[src/rtl/mem_lsu_pkg.sv]
// Shared types and helpers for the MEM-stage load/store unit.
package mem_lsu_pkg;

  typedef enum logic [3:0] {
    MEM_NONE = 4'd0,
    MEM_LB   = 4'd1,
    MEM_LH   = 4'd2,
    MEM_LW   = 4'd3,
    MEM_LBU  = 4'd4,
    MEM_LHU  = 4'd5,
    MEM_SB   = 4'd6,
    MEM_SH   = 4'd7,
    MEM_SW   = 4'd8,
    MEM_LD   = 4'd9,
    MEM_LWU  = 4'd10,
    MEM_SD   = 4'd11
  } mem_op_e;

  typedef enum logic [1:0] {
    ST_IDLE,
    ST_REQ,
    ST_RESP
  } lsu_state_e;

  localparam logic [31:0] EXC_NONE        = 32'd0;
  localparam logic [31:0] EXC_LD_MISALIGN = 32'd4;
  localparam logic [31:0] EXC_LD_FAULT    = 32'd5;
  localparam logic [31:0] EXC_ST_MISALIGN = 32'd6;
  localparam logic [31:0] EXC_ST_FAULT    = 32'd7;

  function automatic logic is_store(mem_op_e op);
    return op inside {MEM_SB, MEM_SH, MEM_SW, MEM_SD};
  endfunction

  // Codes above SD are undefined and flow through as non-memory ops.
  function automatic logic is_mem(mem_op_e op);
    return (op != MEM_NONE) && (op <= MEM_SD);
  endfunction

  function automatic logic misaligned(mem_op_e op, logic [2:0] lo);
    case (op)
      MEM_LH, MEM_LHU, MEM_SH: return lo[0];
      MEM_LW, MEM_LWU, MEM_SW: return |lo[1:0];
      MEM_LD, MEM_SD:          return |lo;
      default:                 return 1'b0;
    endcase
  endfunction

endpackage

[src/rtl/mem_lsu_if.sv]
// RAM port of the load/store unit: req/gnt request, rvalid response.
interface mem_lsu_if #(
  parameter int AW = 32,
  parameter int DW = 32
);
  logic          req;
  logic          gnt;
  logic          we;
  logic [AW-1:0] addr;
  logic [DW/8-1:0] be;
  logic [DW-1:0] wdata;
  logic          rvalid;
  logic [DW-1:0] rdata;

  modport master (
    output req, we, addr, be, wdata,
    input  gnt, rvalid, rdata
  );

  modport slave (
    input  req, we, addr, be, wdata,
    output gnt, rvalid, rdata
  );
endinterface

[src/rtl/mem_lsu_align.sv]
// Byte-lane steering: store enables/data and load extract/extend.
module mem_lsu_align
  import mem_lsu_pkg::*;
#(
  parameter int DATA_WIDTH = 32
) (
  input  mem_op_e                         op,
  input  logic [$clog2(DATA_WIDTH/8)-1:0] off,
  input  logic [DATA_WIDTH-1:0]           sdata,
  input  logic [DATA_WIDTH-1:0]           rdata,
  output logic [DATA_WIDTH/8-1:0]         be,
  output logic [DATA_WIDTH-1:0]           wdata,
  output logic [DATA_WIDTH-1:0]           ldata
);

  localparam int BW = DATA_WIDTH / 8;

  logic [DATA_WIDTH-1:0] lane;

  assign wdata = sdata << {off, 3'b000};
  assign lane  = rdata >> {off, 3'b000};

  always_comb begin
    be = '1;
    case (op)
      MEM_SB:  be = BW'(1) << off;
      MEM_SH:  be = BW'(3) << off;
      MEM_SW:  be = BW'(15) << off;
      default: be = '1;
    endcase
  end

  always_comb begin
    ldata = lane;
    case (op)
      MEM_LB:  ldata = DATA_WIDTH'($signed(lane[7:0]));
      MEM_LH:  ldata = DATA_WIDTH'($signed(lane[15:0]));
      MEM_LW:  ldata = DATA_WIDTH'($signed(lane[31:0]));
      MEM_LBU: ldata = DATA_WIDTH'(lane[7:0]);
      MEM_LHU: ldata = DATA_WIDTH'(lane[15:0]);
      MEM_LWU: ldata = DATA_WIDTH'(lane[31:0]);
      default: ldata = lane;
    endcase
  end

endmodule

[src/rtl/mem_lsu.sv]
// MEM-stage load/store unit: RAM handshake, stall, writeback register.
module mem_lsu
  import mem_lsu_pkg::*;
#(
  parameter int DATA_WIDTH  = 32,
  parameter int ADDR_WIDTH  = 32,
  parameter int RADDR_WIDTH = 5,
  parameter int TIMEOUT     = 255
) (
  input  logic                   clk_i,
  input  logic                   rst_n_i,
  input  logic                   in_valid_i,
  output logic                   in_ready_o,
  input  mem_op_e                mem_op_i,
  input  logic [ADDR_WIDTH-1:0]  mem_addr_i,
  input  logic [DATA_WIDTH-1:0]  mem_data_i,
  input  logic [RADDR_WIDTH-1:0] reg_waddr_i,
  input  logic                   reg_we_i,
  input  logic [DATA_WIDTH-1:0]  reg_wdata_i,
  input  logic                   csr_we_i,
  input  logic [ADDR_WIDTH-1:0]  csr_waddr_i,
  input  logic [DATA_WIDTH-1:0]  csr_wdata_i,
  input  logic [ADDR_WIDTH-1:0]  inst_addr_i,
  input  logic [31:0]            exception_i,
  mem_lsu_if.master              ram,
  output logic                   stall_o,
  output logic                   wb_valid_o,
  output logic [RADDR_WIDTH-1:0] reg_waddr_o,
  output logic                   reg_we_o,
  output logic [DATA_WIDTH-1:0]  reg_wdata_o,
  output logic                   csr_we_o,
  output logic [ADDR_WIDTH-1:0]  csr_waddr_o,
  output logic [DATA_WIDTH-1:0]  csr_wdata_o,
  output logic [ADDR_WIDTH-1:0]  inst_addr_o,
  output logic [31:0]            exception_o
);

  localparam int OW = $clog2(DATA_WIDTH / 8);
  localparam int CW = $clog2(TIMEOUT + 1);

  lsu_state_e             st;
  logic [CW-1:0]          cnt;
  mem_op_e                op_q;
  logic [OW-1:0]          off_q;
  logic [RADDR_WIDTH-1:0] waddr_q;
  logic                   we_q;
  logic [DATA_WIDTH-1:0]  alu_q;
  logic                   csr_we_q;
  logic [ADDR_WIDTH-1:0]  csr_waddr_q;
  logic [DATA_WIDTH-1:0]  csr_wdata_q;
  logic [ADDR_WIDTH-1:0]  pc_q;

  mem_op_e               op_sel;
  logic [OW-1:0]         off_sel;
  logic [DATA_WIDTH/8-1:0] be;
  logic [DATA_WIDTH-1:0] wdata;
  logic [DATA_WIDTH-1:0] ldata;

  logic take, bypass, mis, go, expire;
  logic st_done, ld_done, abort;

  // One aligner serves both the accept cycle and the response.
  assign op_sel  = (st == ST_IDLE) ? mem_op_i : op_q;
  assign off_sel = (st == ST_IDLE) ? mem_addr_i[OW-1:0] : off_q;

  mem_lsu_align #(
    .DATA_WIDTH (DATA_WIDTH)
  ) u_align (
    .op    (op_sel),
    .off   (off_sel),
    .sdata (mem_data_i),
    .rdata (ram.rdata),
    .be    (be),
    .wdata (wdata),
    .ldata (ldata)
  );

  assign in_ready_o = (st == ST_IDLE);
  assign stall_o    = ~in_ready_o;

  assign take   = in_valid_i & in_ready_o;
  assign bypass = take &
    (!is_mem(mem_op_i) || exception_i != '0);
  assign mis    = take & !bypass &
    misaligned(mem_op_i, mem_addr_i[2:0]);
  assign go     = take & !bypass & !mis;
  assign expire = (cnt == CW'(TIMEOUT - 1));

  assign st_done = (st == ST_REQ) & ram.gnt & is_store(op_q);
  assign ld_done = (st == ST_RESP) & ram.rvalid;
  assign abort   = expire &
    (((st == ST_REQ) & !ram.gnt) |
     ((st == ST_RESP) & !ram.rvalid));

  always_ff @(posedge clk_i or negedge rst_n_i) begin
    if (!rst_n_i) begin
      st          <= ST_IDLE;
      cnt         <= '0;
      ram.req     <= 1'b0;
      ram.we      <= 1'b0;
      ram.addr    <= '0;
      ram.be      <= '0;
      ram.wdata   <= '0;
      op_q        <= MEM_NONE;
      off_q       <= '0;
      waddr_q     <= '0;
      we_q        <= 1'b0;
      alu_q       <= '0;
      csr_we_q    <= 1'b0;
      csr_waddr_q <= '0;
      csr_wdata_q <= '0;
      pc_q        <= '0;
      wb_valid_o  <= 1'b0;
      reg_waddr_o <= '0;
      reg_we_o    <= 1'b0;
      reg_wdata_o <= '0;
      csr_we_o    <= 1'b0;
      csr_waddr_o <= '0;
      csr_wdata_o <= '0;
      inst_addr_o <= '0;
      exception_o <= '0;
    end else begin
      wb_valid_o <= bypass | mis | st_done | ld_done | abort;
      unique case (st)
        ST_IDLE: if (go) begin
          st          <= ST_REQ;
          cnt         <= '0;
          ram.req     <= 1'b1;
          ram.we      <= is_store(mem_op_i);
          ram.addr    <= {mem_addr_i[ADDR_WIDTH-1:OW], OW'(0)};
          ram.be      <= be;
          ram.wdata   <= wdata;
          op_q        <= mem_op_i;
          off_q       <= mem_addr_i[OW-1:0];
          waddr_q     <= reg_waddr_i;
          we_q        <= reg_we_i;
          alu_q       <= reg_wdata_i;
          csr_we_q    <= csr_we_i;
          csr_waddr_q <= csr_waddr_i;
          csr_wdata_q <= csr_wdata_i;
          pc_q        <= inst_addr_i;
        end
        ST_REQ: begin
          if (ram.gnt) begin
            ram.req <= 1'b0;
            cnt     <= '0;
            st      <= is_store(op_q) ? ST_IDLE : ST_RESP;
          end else if (expire) begin
            ram.req <= 1'b0;
            st      <= ST_IDLE;
          end else begin
            cnt <= cnt + CW'(1);
          end
        end
        ST_RESP: begin
          if (ram.rvalid || expire) st <= ST_IDLE;
          else cnt <= cnt + CW'(1);
        end
        default: st <= ST_IDLE;
      endcase
      if (bypass | mis) begin
        reg_waddr_o <= reg_waddr_i;
        reg_we_o    <= reg_we_i & bypass;
        reg_wdata_o <= reg_wdata_i;
        csr_we_o    <= csr_we_i;
        csr_waddr_o <= csr_waddr_i;
        csr_wdata_o <= csr_wdata_i;
        inst_addr_o <= inst_addr_i;
        exception_o <= bypass ? exception_i :
          is_store(mem_op_i) ? EXC_ST_MISALIGN : EXC_LD_MISALIGN;
      end else if (st_done | ld_done | abort) begin
        reg_waddr_o <= waddr_q;
        reg_we_o    <= ld_done & we_q;
        reg_wdata_o <= ld_done ? ldata : alu_q;
        csr_we_o    <= csr_we_q;
        csr_waddr_o <= csr_waddr_q;
        csr_wdata_o <= csr_wdata_q;
        inst_addr_o <= pc_q;
        exception_o <= !abort ? EXC_NONE :
          is_store(op_q) ? EXC_ST_FAULT : EXC_LD_FAULT;
      end
    end
  end

endmodule

[src/flat_wrapper.sv]
// flat-port wrapper written by rule: the top's interface ports become plain ports
module mem_lsu_flat import mem_lsu_pkg::*;
#(
  parameter int DATA_WIDTH  = 32,
  parameter int ADDR_WIDTH  = 32,
  parameter int RADDR_WIDTH = 5,
  parameter int TIMEOUT     = 255
)
  (clk_i, rst_n_i, in_valid_i, in_ready_o, mem_op_i, mem_addr_i, mem_data_i, reg_waddr_i, reg_we_i, reg_wdata_i, csr_we_i, csr_waddr_i, csr_wdata_i, inst_addr_i, exception_i, stall_o, wb_valid_o, reg_waddr_o, reg_we_o, reg_wdata_o, csr_we_o, csr_waddr_o, csr_wdata_o, inst_addr_o, exception_o, ram_req, ram_we, ram_addr, ram_be, ram_wdata, ram_gnt, ram_rvalid, ram_rdata);
  mem_lsu_if #(.AW(32), .DW(32)) ram_i ();
  input  logic clk_i;
  input  logic rst_n_i;
  input  logic in_valid_i;
  output logic in_ready_o;
  input  mem_op_e mem_op_i;
  input  logic [ADDR_WIDTH-1:0] mem_addr_i;
  input  logic [DATA_WIDTH-1:0] mem_data_i;
  input  logic [RADDR_WIDTH-1:0] reg_waddr_i;
  input  logic reg_we_i;
  input  logic [DATA_WIDTH-1:0] reg_wdata_i;
  input  logic csr_we_i;
  input  logic [ADDR_WIDTH-1:0] csr_waddr_i;
  input  logic [DATA_WIDTH-1:0] csr_wdata_i;
  input  logic [ADDR_WIDTH-1:0] inst_addr_i;
  input  logic [31:0] exception_i;
  output logic stall_o;
  output logic wb_valid_o;
  output logic [RADDR_WIDTH-1:0] reg_waddr_o;
  output logic reg_we_o;
  output logic [DATA_WIDTH-1:0] reg_wdata_o;
  output logic csr_we_o;
  output logic [ADDR_WIDTH-1:0] csr_waddr_o;
  output logic [DATA_WIDTH-1:0] csr_wdata_o;
  output logic [ADDR_WIDTH-1:0] inst_addr_o;
  output logic [31:0] exception_o;
  output wire logic [$bits(ram_i.req)-1:0] ram_req;
  output wire logic [$bits(ram_i.we)-1:0] ram_we;
  output wire logic [$bits(ram_i.addr)-1:0] ram_addr;
  output wire logic [$bits(ram_i.be)-1:0] ram_be;
  output wire logic [$bits(ram_i.wdata)-1:0] ram_wdata;
  input wire logic [$bits(ram_i.gnt)-1:0] ram_gnt;
  input wire logic [$bits(ram_i.rvalid)-1:0] ram_rvalid;
  input wire logic [$bits(ram_i.rdata)-1:0] ram_rdata;
  assign ram_req = ram_i.req;
  assign ram_we = ram_i.we;
  assign ram_addr = ram_i.addr;
  assign ram_be = ram_i.be;
  assign ram_wdata = ram_i.wdata;
  assign ram_i.gnt = ram_gnt;
  assign ram_i.rvalid = ram_rvalid;
  assign ram_i.rdata = ram_rdata;
  mem_lsu #(.DATA_WIDTH(DATA_WIDTH), .ADDR_WIDTH(ADDR_WIDTH), .RADDR_WIDTH(RADDR_WIDTH), .TIMEOUT(TIMEOUT)) u_core (.clk_i(clk_i), .rst_n_i(rst_n_i), .in_valid_i(in_valid_i), .in_ready_o(in_ready_o), .mem_op_i(mem_op_i), .mem_addr_i(mem_addr_i), .mem_data_i(mem_data_i), .reg_waddr_i(reg_waddr_i), .reg_we_i(reg_we_i), .reg_wdata_i(reg_wdata_i), .csr_we_i(csr_we_i), .csr_waddr_i(csr_waddr_i), .csr_wdata_i(csr_wdata_i), .inst_addr_i(inst_addr_i), .exception_i(exception_i), .ram(ram_i), .stall_o(stall_o), .wb_valid_o(wb_valid_o), .reg_waddr_o(reg_waddr_o), .reg_we_o(reg_we_o), .reg_wdata_o(reg_wdata_o), .csr_we_o(csr_we_o), .csr_waddr_o(csr_waddr_o), .csr_wdata_o(csr_wdata_o), .inst_addr_o(inst_addr_o), .exception_o(exception_o));
endmodule
[config.mk]
export PLATFORM = sky130hd
export DESIGN_NAME = mem_lsu_flat
export DESIGN_NICKNAME = d
export VERILOG_FILES = /design/src/rtl/mem_lsu_pkg.sv /design/src/rtl/mem_lsu_if.sv /design/src/rtl/mem_lsu_align.sv /design/src/rtl/mem_lsu.sv /design/src/flat_wrapper.sv
export SDC_FILE = /design/constraint.sdc
export NUM_CORES = 1
export LEC_CHECK = 0
export BUFFER_PORTS_ARGS = -buffer_cell sky130_fd_sc_hd__buf_2
export CAP_MARGIN = 30
export CORE_AREA = 5 5 197 199
export CTS_CLUSTER_DIAMETER = 150
export DETAILED_ROUTE_END_ITERATION = 6
export DIE_AREA = 0 0 202 204
export GPL_TIMING_DRIVEN = 0
export PLACE_DENSITY_LB_ADDON = 0.15
export SYNTH_ARGS = -nofsm -noshare
export SYNTH_HDL_FRONTEND = slang
export SYNTH_HIERARCHICAL = 1
export SYNTH_SLANG_ARGS = --single-unit
[constraint.sdc]
create_clock -name clk_i -period 4.02 [get_ports clk_i]
set_clock_uncertainty 0.05 [all_clocks]
set_input_delay 0.804 -clock clk_i [delete_from_list [all_inputs] [get_ports clk_i]]
set_output_delay 0.804 -clock clk_i [all_outputs]
set_load 0.02 [all_outputs]
======== Word level (Yosys, flattened, before mapping) ========
Index checks and enable logic that the tools add are counted.
word-level totals
  flip-flop bits (word level) ............. 387
  input port bits ......................... 272
  output and inout port bits .............. 240
  word-level logic and storage cells ...... 147
cells by class
  eq/ne operators ......................... 28
  bitwise gates (word level) .............. 21
  mux-type cells .......................... 41
  reduce and logical (&&, ||, !) cells .... 25
  $lt $le $gt $ge ......................... 1
  add/subtract/negate cells ............... 1
  shift-type cells ........................ 5
operators with widths
  operator             number
  $mux 32              13
  $pmux 32 s4          1
  $eq 4x3->1 const B   9
  $mux 8               4
  $reduce_bool 32->1   1
  $shl 32x5->32        1
  $shr 32x5->32        1
  $eq 4x4->1 const B   7
  $pmux 8 s3           1
  $mux 2               8
  $and 1x1->1          13
  $eq 4x2->1 const B   3
  $pmux 4 s3           1
  $reduce_bool 4->1    3
  $mux 5               2
  $reduce_or 3->1      3
  $add 8x1->8 const B  1
  $eq 8x8->1 const B   1
  $mux 1               7
  $or 1x1->1           7
  $ne 2x2->1 const B   3
  $pmux 2 s3           1
  $reduce_and 3->1     2
  $logic_not 1->1      5
  other kinds (21)     24

======== Depth between registers and ports, before layout ========
  word-level depth ........................ 12
  gate-level depth with buffers ........... 14
  gate-level depth less buffers ........... 10

======== Hierarchy ========
The synthesis kept the hierarchy.
modules (own cells, without submodules)
  module         area each (µm²)  cells an instance  times used  seq. area each (µm²)
  mem_lsu        16340.7          1348               1           9684.3
  mem_lsu_align  1382.6           199                1           0.0

======== Worst setup path after synthesis ========
Ideal clock, no wire load.
  path kind ............................... flip-flop to flip-flop
  start ................................... register u_core.st[0]
  end ..................................... register u_core.reg_wdata_o[22]
  stages on the path, launching flop included .. 14
  data required time ...................... 3887 ps
  arrival ................................. 2982 ps
  library setup time ...................... 83 ps
  buffers on the path ..................... 4
  setup slack ............................. 905 ps
  clock period less this slack ............ 3115 ps
  path through ............................ dfrtp_1 -> inv_1 -> ha_1 -> clkbuf_1 -> mux2_2 -> buf_6 -> or4b_1 -> buf_2 -> buf_6 -> o221ai_1 -> nand3_1 -> a21oi_1 -> a21oi_1 -> o21ai_0
on the way
  elaborated cells between the ends (all ways) .. 30
  those cells by class .................... 6 x eq/ne; 1 x shift; 6 x mux; 14 x bitwise; 3 x reduce/logical
RTL lines
  item                                RTL line             source
  start: declaration                  mem_lsu.sv:41        lsu_state_e st;
  start signal: assignment            mem_lsu.sv:147       st <= is_store(op_q) ? ST_IDLE : ST_RESP;
  $logic_not 2->1 (*)                 mem_lsu.sv:78        assign in_ready_o = (st == ST_IDLE);
  net in_ready_o                      flat_wrapper.sv:14   output logic in_ready_o;
  $mux 4 (*)                          mem_lsu.sv:63        assign op_sel = (st == ST_IDLE) ? mem_op_i : op_q;
  net u_core.op_sel[0]                mem_lsu.sv:53        mem_op_e op_sel;
  $eq 4x3->1 (tied with other cells)  mem_lsu_align.sv:35  case (op)
  $pmux 32 s4 (*)                     mem_lsu_align.sv:35
  net u_core.ldata[22]                mem_lsu.sv:57        logic [DATA_WIDTH-1:0] ldata;
  $mux 32 (*)                         mem_lsu.sv:174       reg_wdata_o <= ld_done ? ldata : alu_q;
  $mux 32 (*)                         mem_lsu.sv:171       end else if (st_done | ld_done | abort) begin
  $mux 32 (*)                         mem_lsu.sv:161       if (bypass | mis) begin
  end signal: assignment              mem_lsu.sv:164       reg_wdata_o <= reg_wdata_i;
  end signal: assignment              mem_lsu.sv:174
  end: declaration                    mem_lsu.sv:30        output logic [DATA_WIDTH-1:0] reg_wdata_o,
The timed path passes the listed nets; every way through them passes the cells marked *. The select of a mux whose other input is x is not followed.
A chain may end at the register's enable or synchronous reset.

======== Final worst setup path ========
  start ................................... register u_core.st[0]
  end ..................................... register u_core.reg_wdata_o[8]
on the way
  elaborated cells between the ends (all ways) .. 30
  those cells by class .................... 6 x eq/ne; 1 x shift; 6 x mux; 14 x bitwise; 3 x reduce/logical
RTL lines
  item                   RTL line             source
  $logic_not 2->1        mem_lsu.sv:64        assign off_sel = (st == ST_IDLE) ? mem_addr_i[OW-1:0] : off_q;
  $mux 2                 mem_lsu.sv:64
  net u_core.off_sel[0]  mem_lsu.sv:54        logic [OW-1:0] off_sel;
  $shr 32x5->32          mem_lsu_align.sv:21  assign lane = rdata >> {off, 3'b000};
  $pmux 32 s4            mem_lsu_align.sv:35
  net u_core.ldata[8]    mem_lsu.sv:57
  $mux 32                mem_lsu.sv:174
  $mux 32                mem_lsu.sv:171
  $mux 32                mem_lsu.sv:161
The timed path passes the listed nets, and every way through them passes these cells. The select of a mux whose other input is x is not followed.

==> summary.txt <==
Timing
  • Setup violators final: 0
  • Final Max Tran Viols: 0
  • Fmax: 0.268 GHz
  • RSZ-0062 raised after global routing: false
  • Final Hold Violating Endpoints: 0
  • Max-slew headroom: 34.5%
  • Setup TNS: 0 ns
  • Post-layout minimum cycle time: 3.73 ns
  • Setup slack after layout: 0.294 ns
  • Worst-margin pin slew: 0.983 ns
  • Final Cycle Share: 92.7%

Finish
  • Area growth syn-to-layout: 26.0%
  • Post-layout util: 60.3%
  • Share of cells above drive strength 1: 39.8%
  • Final instance count without filler cells: 2609
  • Final #Nets: 2382
  • Final Instance Area: 0.0223 mm2

Clock network
  • Htree depth: 2
  • CTS sink count: 387
  • CTS Buf Count: 42
  • Worst-path clk slew: 0.06 ns
  • Post-CTS Repair Setup Buffers: 0
  • Clk_lat worst skew: 0.54 ns
  • Clock Tree Buf Depth: 3
  • Root Buffer: clkbuf_16
  • CTS tree: built

Global routing
  • First-pass GRT wire length: 87.7 mm
  • Largest net degree at the start of global routing: 120
  • Initial antenna violation count: 17
  • Gr usage total: 26.8%
  • Vias in the first global route: 15.1k
  • GRT overflow: 0

Floorplanning
  • Die Height: 204 um
  • I/O pins: 512
  • Die width: 202 um
  • Die Area: 0.0412 mm2
  • Starting Density: 47.8%
  • Total core area: 0.0370 mm2
  • Cell row count: 71

Power
  • Pwr dens: 408 mW/mm2
  • VDD IR max: 422 uV
  • P_leak: 12.0 nW

Min path
  • Hold Path Class: input pin to asynchronous set/reset pin

Setup path
  • CP Class: register to register
  • Worst r2r src: u_core/st[0]
  • Arrival @ worst endpoint: 4.12 ns
  • Flop2flop setup slack: 0.29 ns
  • Worst path required time: 4.41 ns
  • R2r endpoint: u_core/reg_wdata_o[8]
  • Crit Path Max Fanout: 10
  • Worst reg2reg path depth: 13
  • CP Launch Type: register
  • CP Capture Type: register

Synth
  • Sequential share of the synthesized area: 54.6%
  • Netlist area before placement: 0.0177 mm2
  • Syn Area/Cell: 11.5 um2
  • Post-synthesis async set-or-reset flop share: 100%
  • Primary FF master, synth: dfrtp_1
  • Syn. warnings: 6
  • Mapped Cells: 1547
  • Synthesized flop and latch total: 387
  • Synth cell types: 59
  • Post-synth EDFFs: 0

Placement
  • Detail Placement HPWL: 42.4 mm
  • Routability congestion estimate: 0.943
  • Place WS: -0.203 ns
  • Post-Place Cells: 2533
  • Placed Area: 0.0210 mm2
  • PortBufs: 508

Status
  • Status: complete, no violations

Routing
  • Post-route DRC: 0
  • Routed WL: 56.8 mm
  • Post-route ant nets: 0
  • Avg WL per Cell: 21.8 um
  • Vias/cell: 5.57
  • Vias: 14.5k
  • Detailed router's first-iteration violation count: 998
  • 1st-pass router iterations: 5

Run
  • Max cap viols: 0
==> worst max-delay path: stages (launching register included) <==
cell	delay, ns
dfrtp_1	0.42
inv_1	0.12
ha_1	0.23
clkbuf_1	0.45
mux2_2	0.41
buf_2	0.17
nor2b_1	0.34
clkbuf_1	0.52
a22oi_1	0.20
o21ai_0	0.22
nand3_1	0.14
a21oi_1	0.15
a21oi_1	0.05
o21ai_0	0.15
==> synthesized netlist by cell type (9+ instances only) <==
cell	instances	area [um2]
dfrtp_1	387	9680
a21oi_1	84	420
nand2_1	183	687
o31ai_1	9	67.6
mux2_2	221	2490
o21ai_0	166	831
buf_2	40	200
nand3_1	37	185
a22o_1	29	254
nor2b_1	19	119
nor2_1	24	90.1
clkbuf_1	60	225
buf_1	12	45.0
mux2i_1	127	1270
inv_1	11	41.3
a211oi_1	17	128
==> state kept, by name, indices dropped and copies added, names as in the netlist, 2 cells and up <==
name,cells
u_core/alu_q,32
u_core/csr_waddr_o,32
u_core/csr_waddr_q,32
u_core/csr_wdata_o,32
u_core/csr_wdata_q,32
u_core/exception_o,32
u_core/inst_addr_o,32
u_core/pc_q,32
u_core/ram.wdata,32
u_core/reg_wdata_o,32
u_core/ram.addr,30
u_core/cnt,8
u_core/reg_waddr_o,5
u_core/waddr_q,5
u_core/op_q,4
u_core/ram.be,4
u_core/off_q,2
u_core/st,2
==> repair_timing <==
action | in CTS | in global routing
hold buffers | 0 | 0
setup endpoints to repair | 0 | 1
resized for setup | 0 | 2
==> power breakdown <==
| group | internal, W | total (W) | switching, W |
|---|---|---|---|
| clock | 0.00232 | 0.00388 | 0.00155 |
| sequential | 0.00405 | 0.00414 | 0.0000869 |
| combinational | 0.000388 | 0.00111 | 0.000718 |
==> stage by stage <==
step | hold slack, ns | power (W)
floorplan | 0.396 | 0.00472
global placement | 0.409 | 0.00528
detailed placement | 0.417 | 0.00531
CTS | 0.145 | 0.00921
global route | 0.172 | 0.00949
finish | 0.138 | 0.00912
==> cell usage in the layout, fill, tap and decap left out, types with 9 or more instances in the layout <==
cell type	count
clkbuf_16	43
a211oi_1	17
mux2_2	221
nand3_1	37
nor2_1	24
clkbuf_1	71
buf_2	547
o21ai_0	166
nand2_1	183
mux2i_1	127
buf_1	12
dfrtp_1	387
a22o_1	29
a21oi_1	84
o31ai_1	9
nor2b_1	19
inv_1	11
==> routing by layer <==
metal	routed length [um]	GRT usage, %	part of all wire [%]	vias up
met1	22800	34.3	40	7239
met2	27200	43.8	48	507
met5	108	0	0.19	-
li1	-	-	-	6653
met3	4910	8.44	8.6	122
met4	1770	8.47	3.1	22
==> cells by family after synthesis <==
| group | share of synthesized area [%] |
|---|---|
| flip-flops | 54.6 |
| AO/OA/AOI/OAI | 12.4 |
| multiplexers | 21.3 |
| AND/OR/NAND/NOR | 7.74 |
| buffers and inverters | 3.23 |
| adder cells (fa/ha/maj) | 0.494 |
| XOR/XNOR | 0.148 |
| other | 0.0212 |
==> worst max-delay path by stage <==
stage	from	endpoint	slack, ns	cells past startpoint
floorplan	u_core/st[0]	u_core/reg_wdata_o[22]	0.90	13
finish	u_core/st[0]	u_core/reg_wdata_o[8]	0.29	13
global route	u_core/st[0]	u_core/reg_wdata_o[8]	0.01	13
detailed placement	mem_op_i[0]	u_core/csr_wdata_o[3]	-0.20	10
CTS	mem_op_i[0]	u_core/csr_wdata_o[7]	0.31	10
global placement	rst_n_i	u_core/ram.addr[23]	-5.43	1
==> final cells by class <==
cell class                 instances  area [um2]
antenna                            6        15.0
buffer                           118         528
clock buffer                      61        1200
clock inverter                     9         153
fill                            3165       14700
inverter                          12        45.0
multi-input combinational       1031        7470
sequential                       387        9680
tap                              474         593
timing repair buffer             511        2640
Note: power is estimated with default switching activity, not from simulation.
